**config.mk**
```make
export PLATFORM = sky130hd
export DESIGN_NAME = key_flash_ctrl_flat
export DESIGN_NICKNAME = d
export VERILOG_FILES = /design/src/rtl/led_ctrl_pkg.sv /design/src/rtl/key_flash_ctrl_if.sv /design/src/rtl/key_debounce.sv /design/src/rtl/key_flash_ctrl.sv /design/src/flat_wrapper.sv
export SDC_FILE = /design/constraint.sdc
export NUM_CORES = 1
export LEC_CHECK = 0
export CORE_UTILIZATION = 46
export CTS_BUF_LIST = sky130_fd_sc_hd__clkbuf_4
export DETAILED_ROUTE_END_ITERATION = 12
export GPL_ROUTABILITY_DRIVEN = 0
export SKIP_CTS_REPAIR_TIMING = 1
export SLEW_MARGIN = 10
export SYNTH_ARGS = -nofsm -noshare
export SYNTH_HDL_FRONTEND = slang
export SYNTH_SLANG_ARGS = --single-unit
```
**constraint.sdc**
```tcl
create_clock -name sys_clk -period 2.55 [get_ports sys_clk]
set_input_delay 0.3825 -clock sys_clk [delete_from_list [all_inputs] [get_ports sys_clk]]
set_output_delay 0.3825 -clock sys_clk [all_outputs]
set_load 0.1 [all_outputs]
```
**src/rtl/led_ctrl_pkg.sv**
```systemverilog
// Shared constants and FSM encoding for the LED flasher control path.
package led_ctrl_pkg;

    typedef enum logic {
        ST_IDLE  = 1'b0,
        ST_FLASH = 1'b1
    } state_e;

    // Default cycle counts at 50 MHz.
    localparam int unsigned DEBOUNCE_CYC_DEF     = 1_000_000;
    localparam int unsigned AUTO_OFF_CYC_DEF     = 250_000_000;
    localparam int unsigned FLASH_PERIOD_CYC_DEF = 25_000_000;

endpackage

```
**src/rtl/key_flash_ctrl_if.sv**
```systemverilog
// Button in, debounced press pulse and flash-enable level out.
interface key_flash_ctrl_if;
    logic key_in;
    logic key_press;
    logic valid;

    modport master (output key_in, input key_press, input valid);
    modport slave (input key_in, output key_press, output valid);
endinterface

```
**src/rtl/key_debounce.sv**
```systemverilog
// Two-flop synchroniser, counter debouncer and press-edge detector for an active-low key.
module key_debounce
    import led_ctrl_pkg::*;
#(
    parameter int unsigned DEBOUNCE_CYC = DEBOUNCE_CYC_DEF
) (
    input  logic sys_clk,
    input  logic rst_n,
    input  logic key_in,
    output logic key_press
);
    localparam int unsigned CntW = $clog2(DEBOUNCE_CYC + 1);
    localparam logic [CntW-1:0] CntMax = CntW'(DEBOUNCE_CYC - 1);

    logic [1:0]      sync_q;
    logic [1:0]      fill_q;
    logic            key_s;
    logic [CntW-1:0] db_cnt_q, db_cnt_d;
    logic            key_db_q, key_db_d;
    logic            key_db_dly_q;
    logic            armed_q, armed_d;
    logic            key_press_q, key_press_d;

    assign key_s     = sync_q[1];
    assign key_press = key_press_q;

    always_comb begin
        db_cnt_d = '0;
        key_db_d = key_db_q;
        if (key_s != key_db_q) begin
            if (db_cnt_q == CntMax) key_db_d = key_s;
            else                    db_cnt_d = db_cnt_q + CntW'(1);
        end
        // Presses count only once the key has been seen released after reset,
        // so a key held through reset release never fires.
        armed_d     = armed_q | (fill_q[1] & key_s & key_db_q);
        key_press_d = armed_q & key_db_dly_q & ~key_db_q;
    end

    always_ff @(posedge sys_clk or negedge rst_n) begin
        if (!rst_n) begin
            sync_q       <= 2'b11;
            fill_q       <= 2'b00;
            db_cnt_q     <= '0;
            key_db_q     <= 1'b1;
            key_db_dly_q <= 1'b1;
            armed_q      <= 1'b0;
            key_press_q  <= 1'b0;
        end else begin
            sync_q       <= {sync_q[0], key_in};
            fill_q       <= {fill_q[0], 1'b1};
            db_cnt_q     <= db_cnt_d;
            key_db_q     <= key_db_d;
            key_db_dly_q <= key_db_q;
            armed_q      <= armed_d;
            key_press_q  <= key_press_d;
        end
    end

endmodule

```
**src/rtl/key_flash_ctrl.sv**
```systemverilog
// Toggles the flash enable on each debounced key press.
// Define AUTO_OFF_EN to stop flashing automatically after AUTO_OFF_CYC cycles.
module key_flash_ctrl
    import led_ctrl_pkg::*;
#(
    parameter int unsigned DEBOUNCE_CYC = DEBOUNCE_CYC_DEF,
    parameter int unsigned AUTO_OFF_CYC = AUTO_OFF_CYC_DEF
) (
    input  logic           sys_clk,
    input  logic           rst_n,
    key_flash_ctrl_if.slave bus
);
    state_e state_q, state_d;
    logic   key_press;
    logic   timeout;

    key_debounce #(
        .DEBOUNCE_CYC(DEBOUNCE_CYC)
    ) u_key_debounce (
        .sys_clk  (sys_clk),
        .rst_n    (rst_n),
        .key_in   (bus.key_in),
        .key_press(key_press)
    );

`ifdef AUTO_OFF_EN
    localparam int unsigned OnW = $clog2(AUTO_OFF_CYC + 1);
    localparam logic [OnW-1:0] OnMax = OnW'(AUTO_OFF_CYC - 1);

    logic [OnW-1:0] on_cnt_q, on_cnt_d;

    assign timeout = (state_q == ST_FLASH) && (on_cnt_q == OnMax);

    always_comb begin
        on_cnt_d = '0;
        if (state_q == ST_FLASH && !timeout) on_cnt_d = on_cnt_q + OnW'(1);
    end

    always_ff @(posedge sys_clk or negedge rst_n) begin
        if (!rst_n) on_cnt_q <= '0;
        else        on_cnt_q <= on_cnt_d;
    end
`else
    assign timeout = 1'b0;
`endif

    always_comb begin
        state_d = state_q;
        unique case (state_q)
            ST_IDLE:  if (key_press)            state_d = ST_FLASH;
            ST_FLASH: if (key_press || timeout) state_d = ST_IDLE;
        endcase
    end

    always_ff @(posedge sys_clk or negedge rst_n) begin
        if (!rst_n) state_q <= ST_IDLE;
        else        state_q <= state_d;
    end

    assign bus.valid     = (state_q == ST_FLASH);
    assign bus.key_press = key_press;

endmodule
```
**src/flat_wrapper.sv**
```systemverilog
// flat-port wrapper written by rule: the top's interface ports become plain ports
module key_flash_ctrl_flat import led_ctrl_pkg::*;
#(
    parameter int unsigned DEBOUNCE_CYC = DEBOUNCE_CYC_DEF,
    parameter int unsigned AUTO_OFF_CYC = AUTO_OFF_CYC_DEF
)
  (sys_clk, rst_n, bus_key_in, bus_key_press, bus_valid);
  key_flash_ctrl_if bus_i ();
  input  logic sys_clk;
  input  logic rst_n;
  input wire logic [$bits(bus_i.key_in)-1:0] bus_key_in;
  output wire logic [$bits(bus_i.key_press)-1:0] bus_key_press;
  output wire logic [$bits(bus_i.valid)-1:0] bus_valid;
  assign bus_i.key_in = bus_key_in;
  assign bus_key_press = bus_i.key_press;
  assign bus_valid = bus_i.valid;
  key_flash_ctrl #(.DEBOUNCE_CYC(DEBOUNCE_CYC), .AUTO_OFF_CYC(AUTO_OFF_CYC)) u_core (.sys_clk(sys_clk), .rst_n(rst_n), .bus(bus_i));
endmodule
```
==> impl_summary.txt <==
----------------------------------------------------
[Global routing]
  Global-route wire length before repair ... 3.64 mm
  Maximum number of pins on one net before global-route repair ... 30
  GRT Residual Overflow ... 0
  Total GRT Usage ... 18.8%
  Antenna violations before repair ... 0
  Number of global-route vias before repair ... 817

[Power]
  P per Cell Area ... 544 mW/mm^2
  Max VDD drop ... 0.457 mV
  Overall power of the completed layout ... 773 uW
  Static power due to leakage ... 0.575 nW

[Floorplan]
  Core region area ... 0.00257 mm^2
  Initial cell density of the core ... 50.0%
  Cell Rows ... 18
  Width of the die ... 54.8 um
  Die area ... 0.00301 mm^2
  Die Y-Extent ... 54.8 um
  Count of boundary I/O pins ... 5

[Timing]
  Minimum clock period ... 2190 ps
  Setup violation total in the final timing report ... 0
  Final hold vios ... 0
  Setup repair after global routing missed its margin ... false
  Accumulated negative setup slack ... 0 ps
  Pin slew with the least headroom to its limit ... 571 ps
  Worst hold margin ... 357 ps
  Top achievable clock speed ... 457 MHz
  Max transition margin ... 61.6%
  Share of the clock period used by the worst path after layout ... 85.7%
  Final worst clock skew ... 3.57 ps
  Number of max-slew violations in the final report ... 0

[Synthesis]
  Synthesis Warnings ... 0
  Net count after synthesis ... 123
  Post-synthesis register bit count ... 29
  Fraction of the yosys area taken by sequential cells ... 56.9%
  Mapped Avg Cell Area ... 10.8 um^2
  Distinct cell type count after synthesis ... 27
  Synth Cell Area ... 0.00128 mm^2
  Count of mapped cells out of synthesis ... 119

[Routing]
  Via count ... 862
  Number of nets with antenna violations after routing ... 0
  Routed length per placed instance ... 12.9 um
  Iteration-0 DRC count of the detailed router ... 10
  Post-detailed-route via-to-cell ratio ... 5.29
  Pre-Repair DR Iteration Count ... 4
  Post-route DRC ... 0
  Total routed wirelength ... 2.11 mm

[CTS]
  CTS Root Cell ... sky130_fd_sc_hd__clkbuf_4
  Maximum number of buffers from clock root to sink ... 2
  Number of clock buffers inserted by TritonCTS ... 5
  Clock net sink count ... 29
  Clk_lat worst skew ... 330 ps
  Clock-pin slew of the registers on the worst-case setup and hold paths ... 90 ps
  CTS tree ... done
  CTS H-Tree Depth ... 2

[Setup path]
  Sequence of cells on the critical path ... or4_1, or4_4, o21ai_4, nor2_1
  Type of origin of the critical path ... register
  Slowest cell on crit path ... sky130_fd_sc_hd__or4_1
  Critical path class ... reg2reg
  Longest individual stage delay on the worst path ... 550 ps
  Data arrival time of the critical path ... 2390 ps
  Peak fanout along the critical path ... 18
  Critical path required time ... 2760 ps
  Critical Path End Type ... register
  Worst reg-to-reg setup slack ... 360 ps

[Placed design]
  Port buffer count ... 4
  Total placed instance area ... 0.00137 mm^2
  HPWL Detailed ... 1.37 mm

[Run]
  Max-cap check violation count ... 0

[Finish]
  Fraction of layout instances using a drive strength above 1 ... 16.5%
  Layout-stage area growth over the synthesis result ... 10.8%
  Number of nets in the final layout ... 136
  Total inserted antenna cells ... 0
  Final instance area ... 0.00142 mm^2
  Core utilization of the finished layout ... 55.4%

[Min path]
  Kind of path behind the tightest hold check ... reg2reg

[Outcome]
  Status ... completed

----------------------------------------------------
## layer usage
| metal | vias to the layer above | share of wire, % | track usage [%] |
|---|---|---|---|
| met3 | 6 | 4.1 | 9.17 |
| li1 | 434 | - | - |
| met1 | 411 | 51 | 23.4 |
| met5 | - | 0 | 0 |
| met2 | 11 | 42 | 25.9 |
| met4 | 0 | 2.7 | 11.5 |
## final cells by class
cell class | count | area [um^2]
clock inverter | 3 | 17.5
timing repair buffer | 7 | 57.6
fill | 245 | 1140
tap | 30 | 37.5
sequential | 29 | 731
multi-input combinational | 84 | 523
inverter | 5 | 18.8
clock buffer | 5 | 37.5
## Yosys cell counts (all sizes together)
cell     n  area (um^2)
dfrtp   25          626
nor2    22         82.6
xnor2   13          114
nand2    6         22.5
nor3     6         30.0
inv      5         18.8
nand3    5         25.0
nand4    5         31.3
dfstp    4          105
nor4     4         25.0
o21ai    3         26.3
or4      3         26.3
xor2     3         26.3
a21oi    2         10.0
a31o     2         17.5
mux2i    2         20.0
and3     1         6.26
buf      1         11.3
conb     1         3.75
ha       1         12.5
mux2     1         11.3
nand4b   1         8.76
o31ai    1         7.51
or2      1         6.26
or4b     1         10.0
## final timing paths
path                       cells after the start                                from                                  to
max                                            4  u_core.u_key_debounce.db_cnt_q[12]   u_core.u_key_debounce.db_cnt_q[2]
min                                            0     u_core.u_key_debounce.fill_q[0]     u_core.u_key_debounce.fill_q[1]
max reg2reg                                    4  u_core.u_key_debounce.db_cnt_q[12]   u_core.u_key_debounce.db_cnt_q[2]
min reg2reg                                    0     u_core.u_key_debounce.fill_q[0]     u_core.u_key_debounce.fill_q[1]
max in group asynchronous                      2                               rst_n     u_core.u_key_debounce.sync_q[0]
min in group asynchronous                      2                               rst_n  u_core.u_key_debounce.db_cnt_q[16]
## flip-flops by register name, indices dropped and copies added (netlist names)
name                                flops
u_core.bus.valid                        1
u_core.u_key_debounce.armed_q           1
u_core.u_key_debounce.db_cnt_q         20
u_core.u_key_debounce.fill_q            2
u_core.u_key_debounce.key_db_dly_q      1
u_core.u_key_debounce.key_db_q          1
u_core.u_key_debounce.key_press         1
u_core.u_key_debounce.sync_q            2
## through the flow
step,instances,setup WS (ps)
2_1_floorplan,119,523
3_3_place_gp,155,428
3_5_place_dp,155,350
4_1_cts,163,339
5_1_grt,163,263
6_report,163,363
## kinds of logic after synthesis
family / Yosys count / share of synthesized area, %
buf+inv: 6 / 2.34
fa+ha+maj: 1 / 0.975
mux: 3 / 2.44
compound gates: 8 / 4.78
simple gates: 55 / 21.3
other cells: 1 / 0.292
flops: 29 / 56.9
xor+xnor: 16 / 10.9
## where the power goes
group / leakage [nW] / internal [mW] / switching [mW] / total, mW
Sequential: 0.384 / 0.468 / 0.00482 / 0.473
Clock: 0.0310 / 0.104 / 0.171 / 0.275
Combinational: 0.160 / 0.00832 / 0.0172 / 0.0256
## placed cells by master, fill, tap and decap left out
cell type                         count
sky130_fd_sc_hd__a21oi_1              2
sky130_fd_sc_hd__a31o_2               2
sky130_fd_sc_hd__and3_1               1
sky130_fd_sc_hd__buf_4                5
sky130_fd_sc_hd__clkbuf_4             5
sky130_fd_sc_hd__clkdlybuf4s50_1      2
sky130_fd_sc_hd__clkinv_2             2
sky130_fd_sc_hd__clkinvlp_4           1
sky130_fd_sc_hd__conb_1               1
sky130_fd_sc_hd__dfrtp_1             25
sky130_fd_sc_hd__dfstp_2              4
sky130_fd_sc_hd__ha_1                 1
sky130_fd_sc_hd__inv_1                5
sky130_fd_sc_hd__mux2_1               1
sky130_fd_sc_hd__mux2i_1              2
sky130_fd_sc_hd__nand2_1              6
sky130_fd_sc_hd__nand3_1              5
sky130_fd_sc_hd__nand4_1              5
sky130_fd_sc_hd__nand4b_1             1
sky130_fd_sc_hd__nor2_1              22
sky130_fd_sc_hd__nor3_1               6
sky130_fd_sc_hd__nor4_1               4
sky130_fd_sc_hd__o21ai_0              2
sky130_fd_sc_hd__o21ai_4              1
sky130_fd_sc_hd__o31ai_1              1
sky130_fd_sc_hd__or2_2                1
sky130_fd_sc_hd__or4_1                2
sky130_fd_sc_hd__or4_4                1
sky130_fd_sc_hd__or4b_1               1
sky130_fd_sc_hd__xnor2_1             13
sky130_fd_sc_hd__xor2_1               3
## critical path: cells and delay by family (launching register included)
kind | cells | cell delay, ps
flops | 1 | 450
simple gates | 3 | 1170
compound gates | 1 | 440
Note: power is estimated with default switching activity, not from simulation.
